[src/rtl/alu_cmd_sequencer.sv]
// ---------------------------------------------------------------------------
// alu_cmd_sequencer
//
// Initiator-side front end for a combinational ALU. A command (operands +
// op select) is accepted over a valid/ready handshake, driven onto the ALU
// inputs, held for SETTLE_CYC cycles, and the ALU result is then captured
// and offered over a second valid/ready handshake together with the op that
// produced it and a locally computed divide-by-zero flag.
//
// Parameters
//   DATA_W     ALU operand width
//   RES_W      ALU result width (>= 2*DATA_W)
//   SETTLE_CYC cycles operands sit on the ALU before F is sampled (1..15)
//   CNT_W      width of the completed-operation counter
//
// Ports
//   clk, rst                       clock (rising edge), sync active-high reset
//   cmd_valid/cmd_ready            command handshake
//   cmd_a, cmd_b, cmd_sel          command operands / op (00 add, 01 sub,
//                                  10 mul, 11 div)
//   alu_a, alu_b, alu_sel          registered drive to the ALU
//   alu_f                          ALU result input
//   rsp_valid/rsp_ready            response handshake
//   rsp_data, rsp_sel, rsp_div0    captured result, its op, div-by-zero flag
//   busy                           high whenever not IDLE
//   op_count                       completed response handshakes (wraps)
// ---------------------------------------------------------------------------
module alu_cmd_sequencer #(
    parameter int DATA_W     = 4,
    parameter int RES_W      = 8,
    parameter int SETTLE_CYC = 1,
    parameter int CNT_W      = 16
) (
    input  logic              clk,
    input  logic              rst,
    input  logic              cmd_valid,
    output logic              cmd_ready,
    input  logic [DATA_W-1:0] cmd_a,
    input  logic [DATA_W-1:0] cmd_b,
    input  logic [1:0]        cmd_sel,
    output logic [DATA_W-1:0] alu_a,
    output logic [DATA_W-1:0] alu_b,
    output logic [1:0]        alu_sel,
    input  logic [RES_W-1:0]  alu_f,
    output logic              rsp_valid,
    input  logic              rsp_ready,
    output logic [RES_W-1:0]  rsp_data,
    output logic [1:0]        rsp_sel,
    output logic              rsp_div0,
    output logic              busy,
    output logic [CNT_W-1:0]  op_count
);

    // Settle counter only has to hold SETTLE_CYC-1, at most 14.
    localparam int              SC_W        = 4;
    localparam logic [SC_W-1:0] SETTLE_LOAD = SC_W'(SETTLE_CYC - 1);
    localparam logic [1:0]      SEL_DIV     = 2'b11;

    typedef enum logic [1:0] {
        IDLE  = 2'd0,
        DRIVE = 2'd1,
        RESP  = 2'd2
    } state_t;

    state_t          state;
    logic [SC_W-1:0] settle_cnt;
    logic            div0_q;     // div-by-zero, decided from the operands at accept time

    logic cmd_fire;
    logic rsp_fire;

    assign cmd_fire = cmd_valid && cmd_ready;
    assign rsp_fire = rsp_valid && rsp_ready;

    // Single-process FSM; cmd_ready and busy are registered alongside the
    // state so they always reflect the state the sequencer is in.
    always_ff @(posedge clk) begin
        if (rst) begin
            state      <= IDLE;
            settle_cnt <= '0;
            div0_q     <= 1'b0;
            alu_a      <= '0;
            alu_b      <= '0;
            alu_sel    <= '0;
            rsp_valid  <= 1'b0;
            rsp_data   <= '0;
            rsp_sel    <= '0;
            rsp_div0   <= 1'b0;
            op_count   <= '0;
            cmd_ready  <= 1'b1;
            busy       <= 1'b0;
        end else begin
            case (state)
                IDLE: begin
                    // alu_* keep their previous values while idle.
                    if (cmd_fire) begin
                        alu_a      <= cmd_a;
                        alu_b      <= cmd_b;
                        alu_sel    <= cmd_sel;
                        div0_q     <= (cmd_sel == SEL_DIV) && (cmd_b == '0);
                        settle_cnt <= SETTLE_LOAD;
                        cmd_ready  <= 1'b0;
                        busy       <= 1'b1;
                        state      <= DRIVE;
                    end
                end

                DRIVE: begin
                    // Operands have been on the ALU for SETTLE_CYC cycles
                    // when the counter reaches zero.
                    if (settle_cnt == '0) begin
                        rsp_data  <= alu_f;
                        rsp_sel   <= alu_sel;
                        rsp_div0  <= div0_q;
                        rsp_valid <= 1'b1;
                        state     <= RESP;
                    end else begin
                        settle_cnt <= settle_cnt - SC_W'(1);
                    end
                end

                RESP: begin
                    // Response fields stay frozen until the consumer takes them.
                    if (rsp_fire) begin
                        rsp_valid <= 1'b0;
                        op_count  <= op_count + CNT_W'(1);
                        cmd_ready <= 1'b1;
                        busy      <= 1'b0;
                        state     <= IDLE;
                    end
                end

                default: begin
                    rsp_valid <= 1'b0;
                    cmd_ready <= 1'b1;
                    busy      <= 1'b0;
                    state     <= IDLE;
                end
            endcase
        end
    end

endmodule

[config.mk]
export PLATFORM = sky130hd
export DESIGN_NAME = alu_cmd_sequencer
export DESIGN_NICKNAME = d
export VERILOG_FILES = /design/src/rtl/alu_cmd_sequencer.sv
export SDC_FILE = /design/constraint.sdc
export NUM_CORES = 1
export LEC_CHECK = 0
export BUFFER_PORTS_ARGS = -buffer_cell sky130_fd_sc_hd__buf_4
export CAP_MARGIN = 0
export CORE_MARGIN = 4
export CORE_UTILIZATION = 47
export CTS_BUF_LIST = sky130_fd_sc_hd__clkbuf_2
export CTS_CLUSTER_DIAMETER = 120
export DETAILED_ROUTE_END_ITERATION = 7
export PLACE_DENSITY = 0.81
export SLEW_MARGIN = 20
export SYNTH_ARGS = -nofsm -noshare
export SYNTH_HDL_FRONTEND = slang
export SYNTH_SLANG_ARGS = --single-unit
[constraint.sdc]
create_clock -name clk -period 1.6 [get_ports clk]
set_input_delay 0.08 -clock clk [delete_from_list [all_inputs] [get_ports clk]]
set_output_delay 0.08 -clock clk [all_outputs]
set_load 0.05 [all_outputs]
# ---- Word level (Yosys, flattened, before mapping)
# Index checks and enable logic that the tools add are counted.
dict set report classes {
  muxes 15
  eq_ne 7
  n_addsub 2
  bitwise_logic 2
  reduce_logical 14
}
# operator n
set op_table {}
lappend op_table {{adder 16 x 1 -> 16 bit (second input constant)} 1}
lappend op_table {{AND reduction 3 bit} 4}
lappend op_table {{case mux 1 bit (3 select lines)} 3}
lappend op_table {{zero test 4 bit} 2}
lappend op_table {{2-to-1 mux 4 bit} 2}
lappend op_table {{inequality test 2 bit (second input constant)} 4}
lappend op_table {{case mux 4 bit (2 select lines)} 1}
lappend op_table {{2-to-1 mux 2 bit} 3}
lappend op_table {{case mux 2 bit (3 select lines)} 1}
lappend op_table {{AND reduction 2 bit} 3}
lappend op_table {{2-to-1 mux 1 bit} 5}
lappend op_table {{== test 2 bit (second input constant)} 2}
lappend op_table {{subtractor 4 x 1 -> 4 bit (second input constant)} 1}
lappend op_table {{logical AND 1 bit} 3}
lappend op_table {{== test 2 x 1 -> 1 bit (second input constant)} 1}
lappend op_table {{zero test 2 bit} 1}
lappend op_table {{NOT 1 bit} 2}
lappend op_table {{nonzero test 2 bit} 1}
dict set report word_totals {
  out_inout_bits 40
  word_cells 53
  regBits 47
  in_bits 22
}

# ---- Logic depth before layout (Yosys ltp)
# Gate-level depths: netlist of the first run.
dict set report depth {
  ltp_word 3
  ltp_mapped 7
  mapped_depth_nobuf 6
}

# ---- Least setup slack after synthesis of the first run
# Ideal clock, no wire load.
dict set report synth_path {
  path_type {flip-flop to flip-flop}
  start {register op_count[0]}
  end {register op_count[12]}
  n_path_buf 0
  setup_time_ps 70
  path_stages_with_launch 6
  arrival_ps 1925
  path_slack_ps -395
  period_less_slack_ps 1995
  required_time_ps 1530
  cell_sequence {dfxtp_1 ha_1 nand2_1 or3_4 or3_1 a21oi_1}
}
dict set report synth_via {
  elab_chain_cells 1
}
# element line
set synth_rtl {}
lappend synth_rtl {{start, declared} 51} ;# output logic [CNT_W-1:0] op_count
lappend synth_rtl {{start signal, assigned} 126} ;# op_count <= op_count + CNT_W'(1);
lappend synth_rtl {{adder 16 x 1 -> 16 bit} 126}
# Every way passes these cells.
# A chain may end at the register's enable or synchronous reset.

# ---- Worst setup path in the final report of the first run
dict set report layout_path {
  start {register op_count[1]}
  end {register op_count[13]}
}
# Same word-level chain as after synthesis.

==> parameters.txt, run 1 <==
Parameter                              Value

Global routing
  Initial antenna violation count    0
  Overflow left after global routing    0
  Total global-route track usage    19.26%
  Pin count of the biggest net entering global routing    48
  Vias in the first global route    1,708
  Global-route wire length before repair    7962 um

Min path
  Start point of the worst min-delay path    rst
  Worst hold-check path type    in -> reg

Setup path
  Endpoint class of the critical path    flop
  Required time worst endpoint    1950 ps
  Largest fanout of any net on the critical path    6
  Launching instance or port of the critical path    op_count[1]
  Arrival time at the worst endpoint    1890 ps
  Launching element type of the critical path    flop
  Startpoint of the lowest-slack register-to-register path    op_count[1]
  WS Path Type    reg -> reg

Die
  Number of standard-cell rows in the floorplan    23
  Core Box Area    4000 um2
  Number of top-level design ports    62
  Die outline width    72.26 um
  Total die area    5221 um2
  Die Y-Extent    72.26 um
  Starting density of the core    48.51%

Cells and area
  Area growth from synthesis to layout    47.20%
  Fraction of layout instances using a drive strength above 1    35.18%
  Antenna diode count    0
  Final cell area excluding filler cells    2856 um2
  Register Area    972.2 um2
  Multi-input combinational cell area    989.7 um2
  Number of nets in the layout    331
  Utilization after layout    71.41%
  Fill cell total of the finished layout    285

CTS
  TritonCTS Sinks    47
  Root cell of the clock tree    sky130_fd_sc_hd__clkbuf_2
  Maximum clock path buffer count    2
  Number of buffers added by the clock tree synthesis step    5
  CTS clock-pin slew for the worst setup and hold paths    230 ps
  Clock tree from TritonCTS    yes
  Worst-skew pair later-pin latency    400 ps
  Total number of H-tree levels    2

Synthesis
  Post-synthesis cell area    1941 um2
  Largest cells by area after synthesis    sky130_fd_sc_hd__dfxtp_1 (48%), sky130_fd_sc_hd__nand2_1 (6.2%), sky130_fd_sc_hd__mux2i_1 (5.7%)
  Most common library cells after synthesis    sky130_fd_sc_hd__dfxtp_1 (47), sky130_fd_sc_hd__nand2_1 (32), sky130_fd_sc_hd__nor2_1 (23)
  Post-synth top flop    sky130_fd_sc_hd__dfxtp_1
  Dominant cell by count in the synthesized netlist    sky130_fd_sc_hd__dfxtp_1
  Yosys Warn Count    0
  Post-synthesis cell type count    37
  Nets in the synthesized netlist    242
  Average cell area after synthesis    8.943 um2
  Register bit total from synthesis    47
  Number of enable-type register cells in the synthesized netlist    0
  Area share of the largest cell type after synthesis    48.48%
  Sequential share of the synthesized area    48.48%
  Cell taking the most area after synthesis    sky130_fd_sc_hd__dfxtp_1
  Proportion of register bits with asynchronous set or reset after synthesis    0%
  Synthesized netlist cell count    217

STA
  Max-Slew Margin vs Limit    67.29%
  Maximum operating frequency    648.7 MHz
  Ratio of final minimum period to clock period    96.35%
  Hold violation count in the final report    0
  Worst clock skew    21.82 ps
  Number of slew-limit violations in the final report    0
  Pin slew with the least headroom to its limit    490.6 ps
  Clock period minus worst slack    1542 ps
  Final setup violation count    0
  RSZ-0062 raised after global routing    yes

Route
  Number of nets still failing antenna checks after routing    0
  Vias per cell    5.207
  Total via count in the routed design    1,859
  Routed Wire Length    4975 um
  Final routed wire length divided by cell count    13.94 um
  DR DRC count    0
  DRT iter0 DRCs    73
  Router iterations before antenna repair    4

Outcome
  Outcome    complete, no violations

Power
  Pleak    1.256 nW
  Peak VDD IR    0.0007751 V
  Power per Cell Area    845.9 nW/um2

Place
  RD Place Congestion    0.7654
  Count of buffers inserted at the top-level ports    61
  Placement Cell Area    2515 um2
  Hpwl dp    3068 um

Run
  Number of maximum-capacitance violations    0
-- cell type report --
class	count	area share [%]
Multi-Input combinational cell	154	34.65
Sequential cell	47	34.03
Timing Repair Buffer	94	26.37
Tap cell	50	2.190
Clock inverter	3	1.358
Clock buffer	5	0.8760
Inverter	4	0.5256
-- worst max-delay path, cell delays in order, from the launching register on --
cell	delay [ps]
sky130_fd_sc_hd__dfxtp_4	420
sky130_fd_sc_hd__buf_4	110
sky130_fd_sc_hd__nand3_2	80
sky130_fd_sc_hd__or3_4	430
sky130_fd_sc_hd__or3_1	320
sky130_fd_sc_hd__a21oi_1	130
-- through the flow --
| step | setup WS (ps) | total power, mW | hold slack (ps) | TNS, ps | cells |
|---|---|---|---|---|---|
| global route | -66.16 | 2.511 | 91.07 | -66.16 | 357 |
| floorplan | -10.18 | 1.599 | 169.7 | -10.18 | 217 |
| finish | 58.47 | 2.416 | 95.78 | 0 | 357 |
| CTS | 5.511 | 2.421 | 70.77 | 0 | 352 |
| detailed placement | -2.197 | 1.766 | 328.0 | -2.197 | 325 |
| global placement | 68.44 | 1.758 | 309.1 | 0 | 325 |
-- power breakdown --
| part | total (mW) | switching [mW] | leakage [nW] | internal (mW) |
|---|---|---|---|---|
| clock network | 0.621 | 0.364 | 0.0404 | 0.257 |
| registers | 1.26 | 0.0396 | 0.390 | 1.22 |
| logic | 0.538 | 0.327 | 0.825 | 0.210 |
-- layer usage --
| layer | up-vias | routed length [um] | GRT usage [%] |
|---|---|---|---|
| li1 | 927 | - | - |
| met1 | 869 | 2154 | 24.98 |
| met3 | 9 | 280 | 4.294 |
| met4 | 0 | 109 | 8.351 |
| met5 | - | 0 | 0 |
| met2 | 54 | 2431 | 30.74 |
-- worst paths after layout --
| kind | to | slack [ps] | cells past startpoint |
|---|---|---|---|
| max | op_count[13] | 60 | 5 |
| min | rsp_sel[1] | 100 | 2 |
| max reg2reg | op_count[13] | 60 | 5 |
| min reg2reg | div0_q | 480 | 2 |
-- repair_timing --
item | CTS | global route
hold endpoints to repair | 20 | 0
hold buffers | 19 | 0
resized for setup | 2 | 12
endpoints found under the setup margin | 9 | 16
pin swaps | 0 | 10
buffers inserted | 0 | 5
-- registers in the layout, summed over array words and instances (netlist names), 2 cells and up --
name        count
rsp_sel         2
alu_a           4
settle_cnt      4
state           2
op_count       16
rsp_data        8
alu_b           4
alu_sel         2
-- layout by cell type, fill, tap and decap left out, types with 5 or more instances in the layout --
master                          instances
sky130_fd_sc_hd__a21oi_1               19
sky130_fd_sc_hd__buf_4                 75
sky130_fd_sc_hd__clkbuf_2               5
sky130_fd_sc_hd__dfxtp_1               34
sky130_fd_sc_hd__dfxtp_2                7
sky130_fd_sc_hd__dfxtp_4                6
sky130_fd_sc_hd__dlygate4sd3_1         19
sky130_fd_sc_hd__mux2i_1               11
sky130_fd_sc_hd__nand2_1               30
sky130_fd_sc_hd__nand3_1                5
sky130_fd_sc_hd__nor2_1                22
sky130_fd_sc_hd__o21ai_0                7
sky130_fd_sc_hd__xnor2_1                8
-- kinds of logic after synthesis --
logic type / Yosys count / share of synthesized area, %
and+or+nand+nor: 95 / 25.60
DFF: 47 / 48.48
AOI/OAI and AO/OA: 33 / 9.285
buffers and inverters: 16 / 3.610
xor gates and xnor gates: 12 / 5.416
muxes: 11 / 5.674
adders and majority gates: 3 / 1.934
(Power assumes the default switching activity.)
==> inputs of run 2 (changes only) <==
--- a/config.mk
+++ b/config.mk
@@ -5,6 +5,7 @@
 export SDC_FILE = /design/constraint.sdc
 export NUM_CORES = 1
 export LEC_CHECK = 0
+export ABC_CLOCK_PERIOD_IN_PS = 1600
 export BUFFER_PORTS_ARGS = -buffer_cell sky130_fd_sc_hd__buf_4
 export CAP_MARGIN = 0
 export CORE_MARGIN = 4
==> constraint.sdc (replaced) <==
create_clock -name clk -period 1.6 [get_ports clk]
set_input_delay 0.08 -clock clk [delete_from_list [all_inputs] [get_ports clk]]
set_output_delay 0.08 -clock clk [all_outputs]
set_load 0.02 [all_outputs]
==> parameters.txt, run 2 (synthesis gave the netlist of run 1 again) <==
Parameter                              Value

Route
  Router iterations before antenna repair    4
  DRT iter0 DRCs    92
  DR DRC count    0
  Number of nets still failing antenna checks after routing    0
  Final routed wire length divided by cell count    14.48 um
  Total via count in the routed design    1,886
  Routed Wire Length    5228 um
  Vias per cell    5.224

STA
  Final setup margin    -83.58 ps
  Worst hold margin    103.4 ps
  Maximum operating frequency    594.0 MHz
  Worst clock skew    4.451 ps
  Pin slew with the least headroom to its limit    484.3 ps
  Max-Slew Margin vs Limit    67.71%
  Ratio of final minimum period to clock period    105.2%
  Number of slew-limit violations in the final report    0
  Hold violation count in the final report    0
  Final setup violation count    1
  Clock period minus worst slack    1684 ps

CTS
  TritonCTS Sinks    47
  Number of buffers added by the clock tree synthesis step    5
  CTS clock-pin slew for the worst setup and hold paths    230 ps
  Root cell of the clock tree    sky130_fd_sc_hd__clkbuf_2
  Clock tree from TritonCTS    yes
  Total number of H-tree levels    2
  Maximum clock path buffer count    2
  Worst-skew pair later-pin latency    400 ps

Cells and area
  Top register by number of flip-flops    op_count
  Final cell count without fillers    361
  Antenna diode count    0
  Highest-count cells in the layout ignoring fill and taps    sky130_fd_sc_hd__buf_4 (76), sky130_fd_sc_hd__dfxtp_1 (40), sky130_fd_sc_hd__nand2_1 (32), sky130_fd_sc_hd__nor2_1 (22)
  Leading cell type in the layout, fill and taps excluded    sky130_fd_sc_hd__buf_4
  Fraction of layout instances using a drive strength above 1    33.44%
  Area growth from synthesis to layout    47.07%
  Regs by FF count    op_count (16), rsp_data (8)
  Number of nets in the layout    335
  Utilization after layout    71.35%
  Fill cell total of the finished layout    285
  Max FFs per register    16

Die
  Number of top-level design ports    62
  Starting density of the core    48.51%
  Core Box Area    4000 um2
  Die outline width    72.26 um
  Die Y-Extent    72.26 um
  Total die area    5221 um2
  Number of standard-cell rows in the floorplan    23

Setup path
  Required time worst endpoint    1900 ps
  Launching element type of the critical path    flop
  Worst flop-to-flop path endpoint    settle_cnt[3]
  Arrival time at the worst endpoint    1980 ps
  Endpoint class of the critical path    flop
  R2R Setup Slk    -80 ps
  Largest fanout of any net on the critical path    5
  Number of cells on the worst reg-to-reg path    7
  WS Path Type    reg -> reg
  Launching instance or port of the critical path    settle_cnt[1]
  Startpoint of the lowest-slack register-to-register path    settle_cnt[1]

Place
  Placed Cells incl. Taps    331
  Count of buffers inserted at the top-level ports    61
  Hpwl dp    3364 um
  RD Place Congestion    0.7504
  Place WS    9.596 ps

Global routing
  Pin count of the biggest net entering global routing    48
  Overflow left after global routing    0
  Initial antenna violation count    0
  Vias in the first global route    1,832
  Total global-route track usage    19.42%
  Global-route wire length before repair    8045 um

Min path
  Endpoint of the worst hold path    rsp_div0
  Hold path cells    2
  Worst hold-check path type    in -> reg
  Start point of the worst min-delay path    rst

Power
  Peak VDD IR    0.0007258 V
  Overall power    2.197 mW
  Power per Cell Area    769.6 nW/um2
  Pleak    1.240 nW

Outcome
  Violations in the final reports    negative setup slack
  Outcome    finished with violations

Run
  Number of maximum-capacitance violations    0
-- run 2: final cells by class --
cell class                 instances  area, um2  share of cell area [%]
inverter                           4      15.01                  0.5261
multi-input combinational        154      975.9                   34.20
clock buffer                       6      30.03                   1.052
timing repair buffer              98      803.3                   28.15
clock inverter                     2      12.51                  0.4384
sequential                        47      954.7                   33.45
tap                               50      62.56                   2.192
-- run 2: critical path, stage by stage, from the launching register on --
cell and delay, ps:
sky130_fd_sc_hd__dfxtp_2 380, sky130_fd_sc_hd__inv_1 70, sky130_fd_sc_hd__ha_1 170, sky130_fd_sc_hd__nor3b_2 310
sky130_fd_sc_hd__nor2_2 140, sky130_fd_sc_hd__buf_4 160, sky130_fd_sc_hd__o211ai_1 230, sky130_fd_sc_hd__a21oi_1 110
-- run 2: what timing repair did --
action                                  4_1_cts  5_1_grt
hold endpoints to repair                     20        0
setup buffers                                 2        1
hold buffers                                 19        0
pin swaps                                     1       13
resized for setup                             0       13
endpoints found under the setup margin        3       19
-- run 2: power breakdown --
group,switching [mW],total [mW],internal (mW)
registers,0.0373,1.26,1.22
logic,0.229,0.446,0.217
clock network,0.378,0.489,0.112
total,0.644,2.20,1.55
-- run 2: how the worst max path moves through the flow --
stage	end	slack, ps
floorplan	op_count[12]	4
global placement	op_count[12]	60
detailed placement	op_count[14]	10
CTS	settle_cnt[1]	-30
global route	settle_cnt[3]	-210
finish	settle_cnt[3]	-80
-- run 2: per-layer routing --
layer	vias to the layer above	part of all wire, %	global-route usage (%)	wire [um]
met5	-	0	0	0
met4	0	2.5	6.472	133
met3	14	4.7	4.848	244
met2	55	54	35.39	2810
met1	882	39	21.89	2039
li1	935	-	-	-
-- run 2: through the flow --
step	area, um2	TNS, ps
6_report	2854	-83.58
5_1_grt	2854	-1202
4_1_cts	2793	-27.49
3_5_place_dp	2545	0
3_3_place_gp	2545	0
2_1_floorplan	1954	0
==> inputs of run 3 (changes only) <==
--- a/config.mk
+++ b/config.mk
@@ -14,6 +14,7 @@
 export CTS_CLUSTER_DIAMETER = 120
 export DETAILED_ROUTE_END_ITERATION = 7
 export PLACE_DENSITY = 0.81
+export SKIP_CTS_REPAIR_TIMING = 1
 export SLEW_MARGIN = 20
 export SYNTH_ARGS = -nofsm -noshare
 export SYNTH_HDL_FRONTEND = slang
==> parameters.txt, run 3 (synthesis gave the netlist of run 1 again) <==
Parameter                              Value

Outcome
  Outcome    complete, no violations

Power
  Overall power    2.194 mW
  Power per Cell Area    766.0 nW/um2
  Peak VDD IR    0.0007087 V
  Pleak    1.246 nW

STA
  Number of slew-limit violations in the final report    0
  Ratio of final minimum period to clock period    97.17%
  Maximum operating frequency    643.2 MHz
  Pin slew with the least headroom to its limit    485.2 ps
  Final setup violation count    0
  Clock period minus worst slack    1555 ps
  Max-Slew Margin vs Limit    67.65%
  Summed negative setup slack over all endpoints    0 ps
  Hold violation count in the final report    0
  Final setup margin    45.27 ps
  Worst hold margin    94.21 ps
  Worst clock skew    15.39 ps

Min path
  Worst hold-check path type    in -> reg

Die
  Die outline width    72.26 um
  Core Box Area    4000 um2
  Starting density of the core    48.51%
  Die Y-Extent    72.26 um
  Number of top-level design ports    62
  Total die area    5221 um2
  Number of standard-cell rows in the floorplan    23

Cells and area
  Register Area    955.9 um2
  Regs by FF count    op_count (16), rsp_data (8)
  Fill cell total of the finished layout    290
  Utilization after layout    71.60%
  Antenna diode count    0
  Max FFs per register    16
  Fraction of layout instances using a drive strength above 1    34.08%
  Final cell count without fillers    361
  Leading cell type in the layout, fill and taps excluded    sky130_fd_sc_hd__buf_4
  Highest-count cells in the layout ignoring fill and taps    sky130_fd_sc_hd__buf_4 (76), sky130_fd_sc_hd__dfxtp_1 (39), sky130_fd_sc_hd__nand2_1 (31), sky130_fd_sc_hd__nor2_1 (22)
  Number of nets in the layout    335
  Multi-input combinational cell area    984.7 um2
  Area growth from synthesis to layout    47.58%
  Final cell area excluding filler cells    2864 um2
  Top register by number of flip-flops    op_count

Place
  Hpwl dp    3364 um
  RD Place Congestion    0.7504
  Placed Cells incl. Taps    331
  Place WS    9.596 ps
  Placement Cell Area    2545 um2
  Count of buffers inserted at the top-level ports    61

Route
  Number of nets still failing antenna checks after routing    0
  DR DRC count    0
  Final routed wire length divided by cell count    14.14 um
  DRT iter0 DRCs    79
  Routed Wire Length    5103 um
  Vias per cell    5.180
  Router iterations before antenna repair    4
  Total via count in the routed design    1,870

Setup path
  WS Path Type    reg -> reg
  Launching element type of the critical path    flop
  Endpoint class of the critical path    flop
  Required time worst endpoint    1950 ps
  Arrival time at the worst endpoint    1910 ps
  Largest fanout of any net on the critical path    5

Global routing
  Overflow left after global routing    0
  Global-route wire length before repair    7314 um
  Vias in the first global route    1,703
  Initial antenna violation count    0
  Total global-route track usage    17.50%
  Pin count of the biggest net entering global routing    48

CTS
  CTS clock-pin slew for the worst setup and hold paths    230 ps
  Total number of H-tree levels    2
  Maximum clock path buffer count    2
  Clock tree from TritonCTS    yes
  Number of buffers added by the clock tree synthesis step    5
  Root cell of the clock tree    sky130_fd_sc_hd__clkbuf_2
  Worst-skew pair later-pin latency    410 ps
  TritonCTS Sinks    47

Run
  Number of maximum-capacitance violations    0
-- run 3: cell count changes in the layout (fill, tap and decap cells not counted) --
cell	delta
sky130_fd_sc_hd__nand2_2	+1
sky130_fd_sc_hd__nand2_1	-1
sky130_fd_sc_hd__nor3b_2	-1
sky130_fd_sc_hd__dfxtp_1	-1
sky130_fd_sc_hd__dfxtp_2	+1
sky130_fd_sc_hd__nor3b_4	+1
-- run 3: final timing paths --
check | start | to | slack (ps) | depth (start not counted)
worst min-delay path | rst | op_count[4] | 90 | 2
worst max register to register | state[1] | op_count[12] | 50 | 4
worst min register to register | alu_a[3] | alu_a[3] | 470 | 2
worst max-delay path | state[1] | op_count[12] | 50 | 4
-- run 3: worst max-delay path, cell delays in order, from the launching register on --
cell and delay (ps):
sky130_fd_sc_hd__dfxtp_1 470, sky130_fd_sc_hd__nand4b_4 140, sky130_fd_sc_hd__or3_4 420, sky130_fd_sc_hd__or3_1 350, sky130_fd_sc_hd__a21oi_1 130
-- run 3: cell type report --
cell class | instances | share of cell area (%)
multi-input combinational | 154 | 34.38
sequential | 47 | 33.38
timing repair buffer | 98 | 28.05
tap | 50 | 2.184
clock buffer | 6 | 1.048
inverter | 4 | 0.5242
clock inverter | 2 | 0.4369
-- run 3: layer usage --
metal	up-vias	track usage [%]	wire, um
met2	55	30.84	2724
met4	0	5.637	114
met1	869	20.48	2018
li1	932	-	-
met3	14	4.709	245
met5	-	0	0
-- run 3: power breakdown --
| group | internal, mW | switching, mW | leakage, nW |
|---|---|---|---|
| clock network | 0.111 | 0.377 | 0.0290 |
| registers | 1.22 | 0.0381 | 0.386 |
| logic | 0.218 | 0.226 | 0.831 |
